--- config.mk ---
export PLATFORM = sky130hd
export DESIGN_NAME = snn_spi_master
export DESIGN_NICKNAME = d
export VERILOG_FILES = /design/src/rtl/snn_spi_master.sv
export SDC_FILE = /design/constraint.sdc
export NUM_CORES = 1
export LEC_CHECK = 0
export ABC_CLOCK_PERIOD_IN_PS = 4900
export BUFFER_PORTS_ARGS = -buffer_cell sky130_fd_sc_hd__buf_4
export CAP_MARGIN = 20
export CORE_MARGIN = 4
export CORE_UTILIZATION = 50
export CTS_CLUSTER_DIAMETER = 30
export DETAILED_ROUTE_END_ITERATION = 6
export GPL_ROUTABILITY_DRIVEN = 0
export GPL_TIMING_DRIVEN = 0
export PLACE_DENSITY = 0.76
export REMOVE_ABC_BUFFERS = 1
export SYNTH_ARGS = -nofsm -noshare
export SYNTH_HDL_FRONTEND = slang
export SYNTH_SLANG_ARGS = --single-unit
--- constraint.sdc ---
create_clock -name clk -period 4.9 [get_ports clk]
set_clock_uncertainty 0.2 [all_clocks]
set_input_delay 0.49 -clock clk [delete_from_list [all_inputs] [get_ports clk]]
set_output_delay 0.49 -clock clk [all_outputs]
set_load 0.01 [all_outputs]
--- src/rtl/snn_spi_master.sv ---
// SPI mode-0 master that frames a 24-bit {cmd, addr, wdata} transfer to the SNN chip.
// MISO bits captured during the third byte are returned on rdata together with the done pulse.
module snn_spi_master #(
    parameter int unsigned CLK_DIV = 2
) (
    input  logic       clk,
    input  logic       reset,
    input  logic       start,
    input  logic [7:0] cmd,
    input  logic [7:0] addr,
    input  logic [7:0] wdata,
    output logic       busy,
    output logic       done,
    output logic [7:0] rdata,
    output logic       SCLK,
    output logic       MOSI,
    output logic       SS,
    input  logic       MISO
);

    localparam int unsigned CNT_W   = 8;
    localparam int unsigned IDX_W   = 6;
    localparam int unsigned FRAME_W = 24;
    localparam int unsigned BYTE_W  = 8;
    // MOSI itself holds the current bit, so only the remaining 23 bits are queued here
    localparam int unsigned TX_W    = FRAME_W - 1;

    localparam logic [2:0] S_IDLE  = 3'd0;
    localparam logic [2:0] S_SETUP = 3'd1;
    localparam logic [2:0] S_SHIFT = 3'd2;
    localparam logic [2:0] S_HOLD  = 3'd3;
    localparam logic [2:0] S_GAP   = 3'd4;

    localparam logic [CNT_W-1:0] DIV_LAST = CNT_W'(CLK_DIV - 1);
    localparam logic [IDX_W-1:0] IDX_LAST = IDX_W'(47);

    logic [2:0]        state_q, state_d;
    logic [CNT_W-1:0]  cnt_q, cnt_d;
    logic [IDX_W-1:0]  idx_q, idx_d;
    logic [TX_W-1:0]   tx_q, tx_d;
    logic [BYTE_W-1:0] rx_q, rx_d;
    logic              busy_q, busy_d;
    logic              done_q, done_d;
    logic [BYTE_W-1:0] rdata_q, rdata_d;
    logic              sclk_q, sclk_d;
    logic              mosi_q, mosi_d;
    logic              ss_q, ss_d;
    logic              half_end;

    // Next-state and registered-output logic
    always_comb begin
        state_d  = state_q;
        cnt_d    = cnt_q;
        idx_d    = idx_q;
        tx_d     = tx_q;
        rx_d     = rx_q;
        busy_d   = busy_q;
        done_d   = 1'b0;
        rdata_d  = rdata_q;
        sclk_d   = sclk_q;
        mosi_d   = mosi_q;
        ss_d     = ss_q;
        half_end = (cnt_q == DIV_LAST);

        if (state_q != S_IDLE) begin
            cnt_d = half_end ? '0 : cnt_q + CNT_W'(1);
        end

        case (state_q)
            S_IDLE: begin
                if (start) begin
                    state_d = S_SETUP;
                    cnt_d   = '0;
                    idx_d   = '0;
                    tx_d    = {cmd[6:0], addr, wdata};
                    rx_d    = '0;
                    busy_d  = 1'b1;
                    ss_d    = 1'b0;
                    sclk_d  = 1'b0;
                    mosi_d  = cmd[7];
                end
            end
            S_SETUP: begin
                if (half_end) begin
                    state_d = S_SHIFT;
                    sclk_d  = 1'b1;
                end
            end
            S_SHIFT: begin
                // even index = SCLK high; its first cycle is the rising-edge sample point
                if (!idx_q[0] && (cnt_q == '0)) begin
                    rx_d = {rx_q[BYTE_W-2:0], MISO};
                end
                if (half_end) begin
                    if (idx_q == IDX_LAST) begin
                        state_d = S_HOLD;
                    end else begin
                        idx_d  = idx_q + IDX_W'(1);
                        sclk_d = ~sclk_q;
                        if (!idx_q[0]) begin
                            tx_d   = {tx_q[TX_W-2:0], 1'b0};
                            mosi_d = tx_q[TX_W-1];
                        end
                    end
                end
            end
            S_HOLD: begin
                if (half_end) begin
                    state_d = S_GAP;
                    ss_d    = 1'b1;
                    done_d  = 1'b1;
                    rdata_d = rx_q;
                    mosi_d  = 1'b0;
                end
            end
            S_GAP: begin
                if (half_end) begin
                    state_d = S_IDLE;
                    busy_d  = 1'b0;
                end
            end
            default: begin
                state_d = S_IDLE;
                cnt_d   = '0;
                busy_d  = 1'b0;
                ss_d    = 1'b1;
                sclk_d  = 1'b0;
                mosi_d  = 1'b0;
            end
        endcase
    end

    // State and output registers
    always_ff @(posedge clk) begin
        if (reset) begin
            state_q <= S_IDLE;
            cnt_q   <= '0;
            idx_q   <= '0;
            tx_q    <= '0;
            rx_q    <= '0;
            busy_q  <= 1'b0;
            done_q  <= 1'b0;
            rdata_q <= '0;
            sclk_q  <= 1'b0;
            mosi_q  <= 1'b0;
            ss_q    <= 1'b1;
        end else begin
            state_q <= state_d;
            cnt_q   <= cnt_d;
            idx_q   <= idx_d;
            tx_q    <= tx_d;
            rx_q    <= rx_d;
            busy_q  <= busy_d;
            done_q  <= done_d;
            rdata_q <= rdata_d;
            sclk_q  <= sclk_d;
            mosi_q  <= mosi_d;
            ss_q    <= ss_d;
        end
    end

    assign busy  = busy_q;
    assign done  = done_q;
    assign rdata = rdata_q;
    assign SCLK  = sclk_q;
    assign MOSI  = mosi_q;
    assign SS    = ss_q;

endmodule

Word level (Yosys, flattened, before mapping)

Index checks and enable logic that the tools add are counted.
Widths: inputs -> output; s select.

Add/subtract/negate cells: 2
Eq/ne operators: 15
Multiplexer cells: 38
Bitwise logic cells: 6
Reduce and logical (&&, ||, !) cells: 21

Operators with widths:

| kind                | count |
|---|---|
| $mux 23             | 4 |
| $pmux 23 s2         | 1 |
| $mux 8              | 5 |
| $pmux 8 s2          | 2 |
| $mux 3              | 6 |
| $mux 6              | 3 |
| $ne 2x2->1 const B  | 9 |
| $pmux 3 s5          | 1 |
| $pmux 6 s2          | 1 |
| $reduce_and 6->1    | 2 |
| $mux 1              | 11 |
| $reduce_and 5->1    | 2 |
| $reduce_and 3->1    | 3 |
| $add 8x1->8 const B | 1 |
| $eq 8x1->1 const B  | 1 |
| $logic_not 8->1     | 1 |
| $pmux 1 s4          | 2 |
| $add 6x1->6 const B | 1 |
| $eq 3x2->1 const B  | 2 |
| $eq 6x6->1 const B  | 1 |
| $not 1->1           | 6 |
| $pmux 1 s3          | 2 |
| $reduce_or 2->1     | 3 |
| $reduce_or 3->1     | 2 |
| 10 further kinds    | 10 |

Register bits: 61
Bits of input ports: 28
Output and inout port bits: 13

Logic depth before layout (Yosys ltp)

Gate-level depths: netlist of the first run.

Word-level depth: 5
Gate-level depth with buffers: 7
Depth with buffers taken out: 7

Least setup slack after synthesis of the first run

No wires, ideal clock.

Path kind: register -> register
Start point: register cnt_q[5]
End point: register tx_q[10]
Setup time: 0.147 ns
Data arrival time: 1.606 ns
Path slack: 2.947 ns
Stages on the path, launching flop included: 6
Buffers on the path: 1
Clock period less this slack: 1.953 ns
Path through: dfxtp_1 > nor4_4 > o2111ai_2 > a21oi_4 > buf_2 > a311oi_2

Longest elaborated chain between the ends: 3

RTL lines:

| what                       | line | source |
|---|---|---|
| start: declaration         | 38   | `logic [CNT_W-1:0] cnt_q, cnt_d;` |
| start signal: assignment   | 149  | `cnt_q <= cnt_d;` |
| $eq 8x1->1                 | 63   | `half_end = (cnt_q == DIV_LAST);` |
| $ne 2x2->1 (no line)       | n/a  |  |
| $reduce_and 5->1 (no line) | n/a  |  |
| end signal: assignment     | 151  | `tx_q <= tx_d;` |
| end: declaration           | 40   | `logic [TX_W-1:0] tx_q, tx_d;` |

No other way between the ends.
A chain may end at the register's enable or synchronous reset.

Worst setup path after layout of the first run

Start point: register state_q[1]
End point: register idx_q[1]

Longest elaborated chain between the ends: 3

RTL lines:

| what                                                      | line | source |
|---|---|---|
| start: declaration                                        | 37   | `logic [2:0] state_q, state_d;` |
| start signal: assignment                                  | 148  | `state_q <= state_d;` |
| $eq 3x2->1 or $logic_not 3->1 (tied branches)             | 69   | `case (state_q)` |
| $ne 2x2->1 (no line) or $reduce_bool 2->1 (tied branches) | n/a  |  |
| $reduce_and 4->1 (no line)                                | n/a  |  |
| end signal: assignment                                    | 150  | `idx_q <= idx_d;` |
| end: declaration                                          | 39   | `logic [IDX_W-1:0] idx_q, idx_d;` |

Several ways; a longest one is shown, not always the timed one.

==> results of run 1 <==
-- layout make-up --
class / instances / area (sq um) / area share, %
clock inverter: 7 / 98.8 / 2.86
tap: 72 / 90.1 / 2.61
timing repair buffer: 42 / 348 / 10.1
sequential: 61 / 1220 / 35.4
inverter: 3 / 11.3 / 0.326
clock buffer: 9 / 124 / 3.59
multi-input combinational: 257 / 1560 / 45.1
-- cells in the final DEF (no fill, tap or decap), types with 5 or more instances in the layout --
cell / count
a311oi_2: 18
xor2_1: 7
xnor2_1: 5
nand2_1: 70
nor2_1: 42
a21oi_1: 30
dfxtp_1: 61
clkbuf_8: 9
nand2b_1: 17
nand3_1: 13
buf_4: 40
nor3_1: 6
-- state kept, by name, summed over array words and instances, names as in the netlist --
register and cells:
SCLK 1, SS 1, rx_q 8, tx_q 23, state_q 3, busy 1, MOSI 1, done 1
rdata 8, cnt_q 8, idx_q 6
-- stage by stage --
step	cells	setup WS [ns]	total power [W]	util (%)
4_1_cts	451	2.39	0.00123	61.9
5_1_grt	451	2.15	0.00127	61.9
6_report	451	2.38	0.00122	61.9
2_1_floorplan	321	1.98	0.000671	-
3_3_place_gp	433	1.07	0.000723	56.9
3_5_place_dp	435	2.40	0.000735	57.9
-- power groups by stage --
stage               registers, W  clock network [W]  logic (W)
global placement        0.000556                  0   0.000168
floorplan               0.000554                  0   0.000118
detailed placement      0.000557                  0   0.000178
finish                  0.000546           0.000495   0.000178
CTS                     0.000546           0.000503   0.000179
global route            0.000550           0.000525   0.000197
-- final timing paths --
check,cells after the start,endpoint,start,slack (ns)
worst max-delay path,5,idx_q[1],state_q[1],2.38
worst min-delay path,3,tx_q[0],wdata[0],0.23
worst max register to register,5,idx_q[1],state_q[1],2.38
worst min register to register,2,rdata[1],rdata[1],0.25
-- layer usage --
layer,vias up,routed length [microns]
met1,1147,2720
met4,0,41
met2,47,2820
li1,1259,-
met3,4,295
met5,-,0
-- tightest hold or removal path: stages --
cell and delay, ns:
buf_4 0.11, nand2_1 0.05, a21oi_1 0.05
-- kinds of logic after synthesis --
kind of cell / Yosys count / share of synthesized area, %
and+or+nand+nor: 168 / 26.7
AOI/OAI and AO/OA: 72 / 21.2
DFF: 61 / 42.2
buffers and inverters: 26 / 4.15
xor gates and xnor gates: 12 / 3.63
adders and majority gates: 4 / 1.73
muxes: 1 / 0.346
==> results.ini, run 1 <==
[placement]
hpwl_microns=3990
post_dp_cell_area_sq_mm=0.00323
io_buffer_count=40

[setup_path]
crit_path_top_delay_cell=nor3b_4
crit_type=flip-flop to flip-flop
crit_path_end_kind=flip-flop
cp_cell_sequence=nor3b_4 -> o2111ai_1 -> and3_1 -> a31oi_1 -> nor2_1
crit_path_max_incr_delay_ns=0.64
arrival_ns=2.50
crit_required_ns=4.89
cp-start-kind=flip-flop
crit_fanout=16
crit_family=simple AND/OR/NAND/NOR gates
critical_path_buf_inv_count=0

[logic_synthesis]
synth_edf_count=0
ys_seq_area_share_pct=42.2
ys_types=43
ys_seq_elements=61
synth_warnings=0
synth_most_common_cell=nand2_1
yosys_most_used_dff=dfxtp_1
synth_top_area_cell=dfxtp_1
synth_common_cells=nand2_1 (70), dfxtp_1 (61), nor2_1 (42)
postSynthAreaPerCell_sq_um=8.41
synth_top_cells_by_area=dfxtp_1 (42%), a311oi_2 (9.3%), nand2_1 (9.1%)
synth_cells=344
netlist.area_leader.share_pct=42.2
netlist_area_sq_mm=0.00289
synth-async-reset-ratio_pct=0

[clock_tree]
clk_latency_ns=0.33
root_buffer=clkbuf_8
cts_setup_buffers=0
clkTransAtPathRegs_ns=0.07
numCtsBuffers=9
cts_num_sinks=61
hold_buffers=0
post_cts_resized=0
cts_tree=built
cts-htree-levels=3
clk_path_buf_depth=2

[grt]
busiest_layer=met2
antenna_found_initial=0
grtUsageMet2_pct=27.8
gr-usage-met3_pct=4.54
met1_usage_pct=21.4
grt_pass1_wl_microns=10200
grt_max_degree=54
grt_overflow_total=0
first_global_vias=2322
grtUsageTotal_pct=17.2

[timing]
setup_viol=0
slew_headroom_pct=36.9
min_period_ns=2.52
fin_hold_ws_ns=0.226
rsz0062_at_grt=no
timing.setup.tns_ns=0
drv_slew=0
post-route-period-util_pct=51.3
tightest_slew_ns=0.946
max_freq_mhz=398
hold_viol=0

[detailed_routing]
ant_nets=0
vias=2457
drt-initial-drc-count=134
wl_per_cell_microns=13.0
totalWireLength_microns=5880
firstDrtPassIters=4
drc_errors=0
via_per_inst=5.45

[pwr]
cellPowerDensity_mw_per_mm2=354
p_clk_share_pct=40.6
sw_frac_of_total_pct=26.9
p_int_w=0.000892
power.share.sequential_pct=44.8
pwr-share-comb_pct=14.6
p_sw_w=0.000328
vdd_drop_max_uv=222
p_leak_nw=1.29

[floorplanning]
die_height_microns=84.1
num_rows=27
ios=41
die_area_sq_mm=0.00707
initial_core_util_pct=51.9
die_w_microns=84.1
core_area_sq_mm=0.00557

[final_layout]
fin_nets=406
final_cell_area_sq_mm=0.00345
final_layout_size_suffix_gt1_share_pct=21.6
antennaDiodeCount=0
fill_cells=495
area_growth_pct=19.3

[worst_hold_path]
hold_path_class=input port to flip-flop

[outcome]
status=finished clean

[run]
cap_violations=0

No activity file was read; power rests on OpenSTA's default activity.
==> run 2: changes to the inputs <==
ABC_CLOCK_PERIOD_IN_PS = 2500   (was 4900)
clock period = 2.5 ns   (was 4.9 ns; I/O delays follow)
==> run 2 against run 1 <==
Against the previous run: sequential power increased by 96%; die area unchanged; flip-flop and latch count unchanged; register-to-register slack got worse by 2.3 ns; hold slack got worse by 0.21 ns; clock power increased by 97%; wire length increased by 2.5%; utilization increased by 1.4 points; combinational power increased by 100%; power increased by 97%; final area increased by 2.2%; global-route usage increased by 0.25 points.
==> results.ini, run 2 (same netlist as run 1, synthesis figures left out) <==
[outcome]
status=finished clean

[final_layout]
largest-register=tx_q
final_cell_area_sq_mm=0.00353  ; +2.2%
largest_register_ffs=23  ; unchanged
mostFrequentLayoutCell=nand2_1
final_cell_mix=nand2_1 (70), dfxtp_1 (61), buf_4 (43)
antennaDiodeCount=0  ; unchanged
fin_nets=414  ; +2.0%
area_growth_pct=21.9
final_layout_size_suffix_gt1_share_pct=22.2  ; +0.59 points

[detailed_routing]
drc_errors=0  ; unchanged
firstDrtPassIters=4  ; unchanged
drt-initial-drc-count=165  ; +23%
totalWireLength_microns=6030  ; +2.5%
wl_per_cell_microns=13.1  ; +0.71%
via_per_inst=5.45  ; about the same
ant_nets=0  ; unchanged
vias=2503  ; +1.9%

[floorplanning]
die_w_microns=84.1  ; unchanged
core_area_sq_mm=0.00557  ; unchanged
num_rows=27  ; unchanged
ios=41  ; unchanged
die_height_microns=84.1  ; unchanged
initial_core_util_pct=51.9  ; unchanged
die_area_sq_mm=0.00707  ; unchanged

[grt]
grt_overflow_total=0  ; unchanged
antenna_found_initial=0  ; unchanged
grtUsageTotal_pct=17.4  ; +0.25 points
grt_pass1_wl_microns=10300  ; +1.1%
first_global_vias=2350  ; +1.2%
grt_max_degree=54  ; unchanged

[pwr]
p_total_w=0.00241  ; +97%
vdd_drop_max_uv=438  ; +98%
cellPowerDensity_mw_per_mm2=682  ; +93%
p_leak_nw=1.32  ; +2.9%

[clock_tree]
numCtsBuffers=9  ; unchanged
cts_tree=built
clk_path_buf_depth=2  ; unchanged
cts-htree-levels=3  ; unchanged
clkTransAtPathRegs_ns=0.07  ; about the same
clk_latency_ns=0.33  ; about the same
cts_num_sinks=61  ; unchanged
root_buffer=clkbuf_8

[worst_hold_path]
hold_path_class=input port to flip-flop

[setup_path]
cp-start-kind=flip-flop
crit_type=flip-flop to flip-flop
crit_path_max_incr_delay_ns=0.43  ; -0.21 ns
crit_required_ns=2.52  ; -2.37 ns
reg2reg_slack_ns=0.1  ; -2.29 ns
crit_path_top_delay_cell=a21oi_4
cp_cell_sequence=nor4_4 -> o2111ai_2 -> a21oi_4 -> buf_12 -> nor2_1 -> a311oi_1
crit_fanout=35  ; +19
crit_path_end_kind=flip-flop
arrival_ns=2.42  ; -0.08 ns

[timing]
hold_viol=0  ; unchanged
setup_slack_ns=0.0992  ; -2.29 ns
post-route-period-util_pct=96.0  ; +45 points
setup_viol=0  ; unchanged
timing.setup.tns_ns=0  ; unchanged
max_freq_mhz=417  ; +4.8%
slew_headroom_pct=48.2  ; +11 points
drv_slew=0  ; unchanged
min_period_ns=2.40  ; -0.115 ns
tightest_slew_ns=0.775  ; -0.171 ns

[run]
cap_violations=0  ; unchanged

[placement]
post_dp_cell_area_sq_mm=0.00323  ; unchanged
hpwl_microns=3990  ; unchanged
io_buffer_count=40  ; unchanged
place_ws_ns=-0.00206  ; -2.40 ns

==> run 2: cell types whose count changed in the layout (fill, tap and decap cells not counted) <==
cell           change
a21oi_2            +1
a21oi_1            -1
buf_4              +3
dlygate4sd3_1      +5
==> run 2: path summary, 6_finish.rpt <==
kind / from / endpoint / cells after the start
max: cnt_q[5] / tx_q[3] / 6
min: wdata[3] / tx_q[3] / 3
max reg2reg: cnt_q[5] / tx_q[3] / 6
min reg2reg: rdata[1] / rdata[1] / 2
==> run 2: report_power, final <==
part | switching [W] | total (W) | internal (W) | leakage (nW)
combinational | 0.000200 | 0.000362 | 0.000162 | 0.727
clock | 0.000409 | 0.000973 | 0.000564 | 0.0981
sequential | 0.0000408 | 0.00107 | 0.00103 | 0.498
==> run 2: cell type report <==
cell class              count  area [sq um]
repair buffers             50           420
flip-flops and latches     61          1220
fillers                   493          2050
well taps                  72          90.1
clock inverters             7          98.8
clock buffers               9           124
multi-input cells         257          1560
inverters                   3          11.3
==> run 2: repair_timing <==
item / 4_1_cts / 5_1_grt
hold endpoints to repair: 5 / 0
hold buffers: 5 / 0
pin swaps: 0 / 1
setup endpoints to repair: 1 / 11
setup buffers: 3 / 0
gates resized for setup: 0 / 1
==> run 2: stage by stage <==
stage                     util, %  cells  hold slack, ns
after CTS                    63.2    459         0.00856
after global routing         63.3    459         0.00915
final                        63.3    459          0.0170
after global placement       56.9    433           0.240
after detailed placement     57.9    435           0.249
after floorplan                 -    321           0.118
==> run 2: metal layers <==
layer / up-vias / part of all wire [%] / global-route usage (%)
li1: 1271 / - / -
met1: 1168 / 46 / 22.2
met2: 58 / 48 / 27.5
met3: 6 / 5.3 / 4.44
met4: 0 / 1.0 / 8.19
met5: - / 0 / 0
==> run 2: critical path: cells and delay by family, from the launching register on <==
kind            cells  cell delay [ns]
compound gates      3             0.99
simple gates        2             0.47
flops               1             0.38
buf+inv             1             0.25
==> run 3: changes to the inputs <==
ABC_AREA = 1   (was unset)
==> run 3 against run 2 <==
Against the previous run: utilization down 1.8 points; flip-flop and latch count unchanged; hold slack better by 0.023 ns; non-clock buffer count down 10; critical path type unchanged.
==> results.ini, run 3 <==
[outcome]
status=finished clean

[final_layout]
fin_nets=512  ; +24%
fill_cells=515  ; +4.5%
final_layout_size_suffix_gt1_share_pct=18.1  ; -4.1 points
multi_input_area_sq_mm=0.00159  ; +1.6%
area_growth_pct=15.9
seq_area_sq_mm=0.00122  ; unchanged
mostFrequentLayoutCell=nand2_1
largest-register=tx_q
final_cell_mix=nand2_1 (128), nor2_1 (97), dfxtp_1 (61)
antennaDiodeCount=0  ; unchanged
largest_register_ffs=23  ; unchanged

[timing]
max_freq_mhz=459  ; +10%
setup_viol=0  ; unchanged
rsz0062_at_grt=no
setup_slack_ns=0.319  ; +0.220 ns
post-route-period-util_pct=87.2  ; -8.8 points
fin_hold_ws_ns=0.0402  ; +0.0232 ns
hold_viol=0  ; unchanged
drv_slew=0  ; unchanged
slew_headroom_pct=35.1  ; -13 points
tightest_slew_ns=0.972  ; +0.197 ns
min_period_ns=2.18  ; -0.220 ns

[setup_path]
r2r_end=tx_q[18]
crit_fanout=39  ; +11%
crit_end=tx_q[18]
cp-start-kind=flip-flop
crit_path_end_kind=flip-flop
arrival_ns=2.21  ; -0.21 ns
crit_required_ns=2.53  ; about the same
reg2regPathDepth=9  ; +3
crit_start=state_q[0]
crit_type=flip-flop to flip-flop
reg2reg_from=state_q[0]
reg2reg_slack_ns=0.32  ; +0.22 ns

[grt]
grt_overflow_total=0  ; unchanged
grtUsageTotal_pct=18.1  ; +0.67 points
first_global_vias=2552  ; +8.6%
grt_max_degree=40  ; -26%
grt_pass1_wl_microns=11000  ; +6.8%
antenna_found_initial=0  ; unchanged

[floorplanning]
ios=41  ; unchanged
die_area_sq_mm=0.00729  ; +3.2%
die_height_microns=85.4  ; +1.6%
num_rows=27  ; unchanged
initial_core_util_pct=53.1  ; +1.2 points
die_w_microns=85.4  ; +1.6%
core_area_sq_mm=0.00564  ; +1.2%

[detailed_routing]
ant_nets=0  ; unchanged
via_per_inst=5.02  ; -7.9%
totalWireLength_microns=6170  ; +2.4%
drt-initial-drc-count=207  ; +25%
wl_per_cell_microns=11.1  ; -16%
firstDrtPassIters=4  ; unchanged
vias=2797  ; +12%
drc_errors=0  ; unchanged

[logic_synthesis]
netlist.area_leader.share_pct=40.8  ; -1.4 points
synth_top_area_cell=dfxtp_1
synth_cells=447  ; +30%
ys_types=31  ; -28%
ys_seq_area_share_pct=40.8  ; -1.4 points
yosys_most_used_dff=dfxtp_1
netlist_area_sq_mm=0.00300  ; +3.5%
synth_edf_count=0  ; unchanged
postSynthAreaPerCell_sq_um=6.70  ; -20%
synth_warnings=0  ; unchanged
synth-async-reset-ratio_pct=0  ; unchanged
synth_common_cells=nand2_1 (128), nor2_1 (97), dfxtp_1 (61)
synth_top_cells_by_area=dfxtp_1 (41%), nand2_1 (16%), nor2_1 (12%)
ys_seq_elements=61  ; unchanged
synth_most_common_cell=nand2_1

[clock_tree]
cts-htree-levels=3  ; unchanged
clkTransAtPathRegs_ns=0.07  ; about the same
cts_num_sinks=61  ; unchanged
hold_buffers=0  ; -5
numCtsBuffers=9  ; unchanged
clk_latency_ns=0.34  ; about the same
cts_tree=built
clk_path_buf_depth=2  ; unchanged
root_buffer=clkbuf_8

[placement]
place_ws_ns=-0.416  ; -0.414 ns
io_buffer_count=40  ; unchanged
hpwl_microns=4220  ; +5.8%

[worst_hold_path]
hold_path_class=input port to flip-flop

[pwr]
vdd_drop_max_uv=531  ; +21%
cellPowerDensity_mw_per_mm2=1060  ; +55%
p_leak_nw=1.55  ; +17%

[run]
cap_violations=0  ; unchanged

==> run 3: timing repair <==
action,CTS,global route
endpoints found under the setup margin,34,22
setup buffers,0,0
gates resized for setup,4,5
==> run 3: area by class of cell <==
class | count | share of cell area, %
Multi-Input combinational cell | 345 | 45.7
Sequential cell | 61 | 35.2
Timing Repair Buffer | 40 | 8.65
Clock buffer | 9 | 3.57
Inverter | 23 | 3.06
Tap cell | 72 | 2.60
Clock inverter | 7 | 1.23
==> run 3: stage by stage <==
step | TNS [ns] | total power [W] | util (%) | area (sq um) | std cells
after floorplan | 0 | 0.00255 | - | 2890 | 429
after global placement | -10.33 | 0.00289 | 58.1 | 3280 | 541
after detailed placement | -9.74 | 0.00292 | 58.1 | 3280 | 541
after CTS | 0 | 0.00369 | 61.3 | 3460 | 557
after global routing | 0 | 0.00400 | 61.5 | 3470 | 557
final | 0 | 0.00368 | 61.5 | 3470 | 557
==> run 3: routing by layer <==
layer	vias up	share of wire, %	track usage (%)
li1	1480	-	-
met1	1247	46	21.7
met2	61	48	31.4
met3	9	5.2	5.34
met4	0	1.3	5.18
met5	-	0	0
==> run 3: where the power goes <==
part	switching (W)	internal, W	leakage, nW
logic	0.00103	0.000540	0.967
registers	0.000161	0.00121	0.500
clock network	0.000389	0.000351	0.0808
total	0.00158	0.00210	1.55
==> run 3: kinds of logic after synthesis <==
| group | count (synthesis) | synth area share, % |
|---|---|---|
| buffers and inverters | 41 | 6.60 |
| AO/OA/AOI/OAI | 65 | 12.2 |
| flip-flops | 61 | 40.8 |
| AND/OR/NAND/NOR | 271 | 37.3 |
| XOR/XNOR | 5 | 1.46 |
| adder cells (fa/ha/maj) | 4 | 1.67 |
==> run 3: how the worst min path moves through the flow <==
stage	depth (start not counted)	slack [ns]	from	endpoint
after floorplan	1	0.12	reset	rx_q[1]
after global placement	2	0.26	SS	SS
after detailed placement	2	0.26	SS	SS
after CTS	3	0.02	wdata[0]	tx_q[0]
after global routing	3	0.05	wdata[0]	tx_q[0]
final	3	0.04	start	busy
==> run 3: critical path, cell delays in order (launching register included) <==
cell	delay [ns]
dfxtp_1	0.43
nor2_1	0.11
nand2_4	0.31
clkinv_8	0.24
nand2_1	0.10
nand2_1	0.11
nand2_4	0.24
inv_6	0.13
nor2_1	0.11
nor2_1	0.05
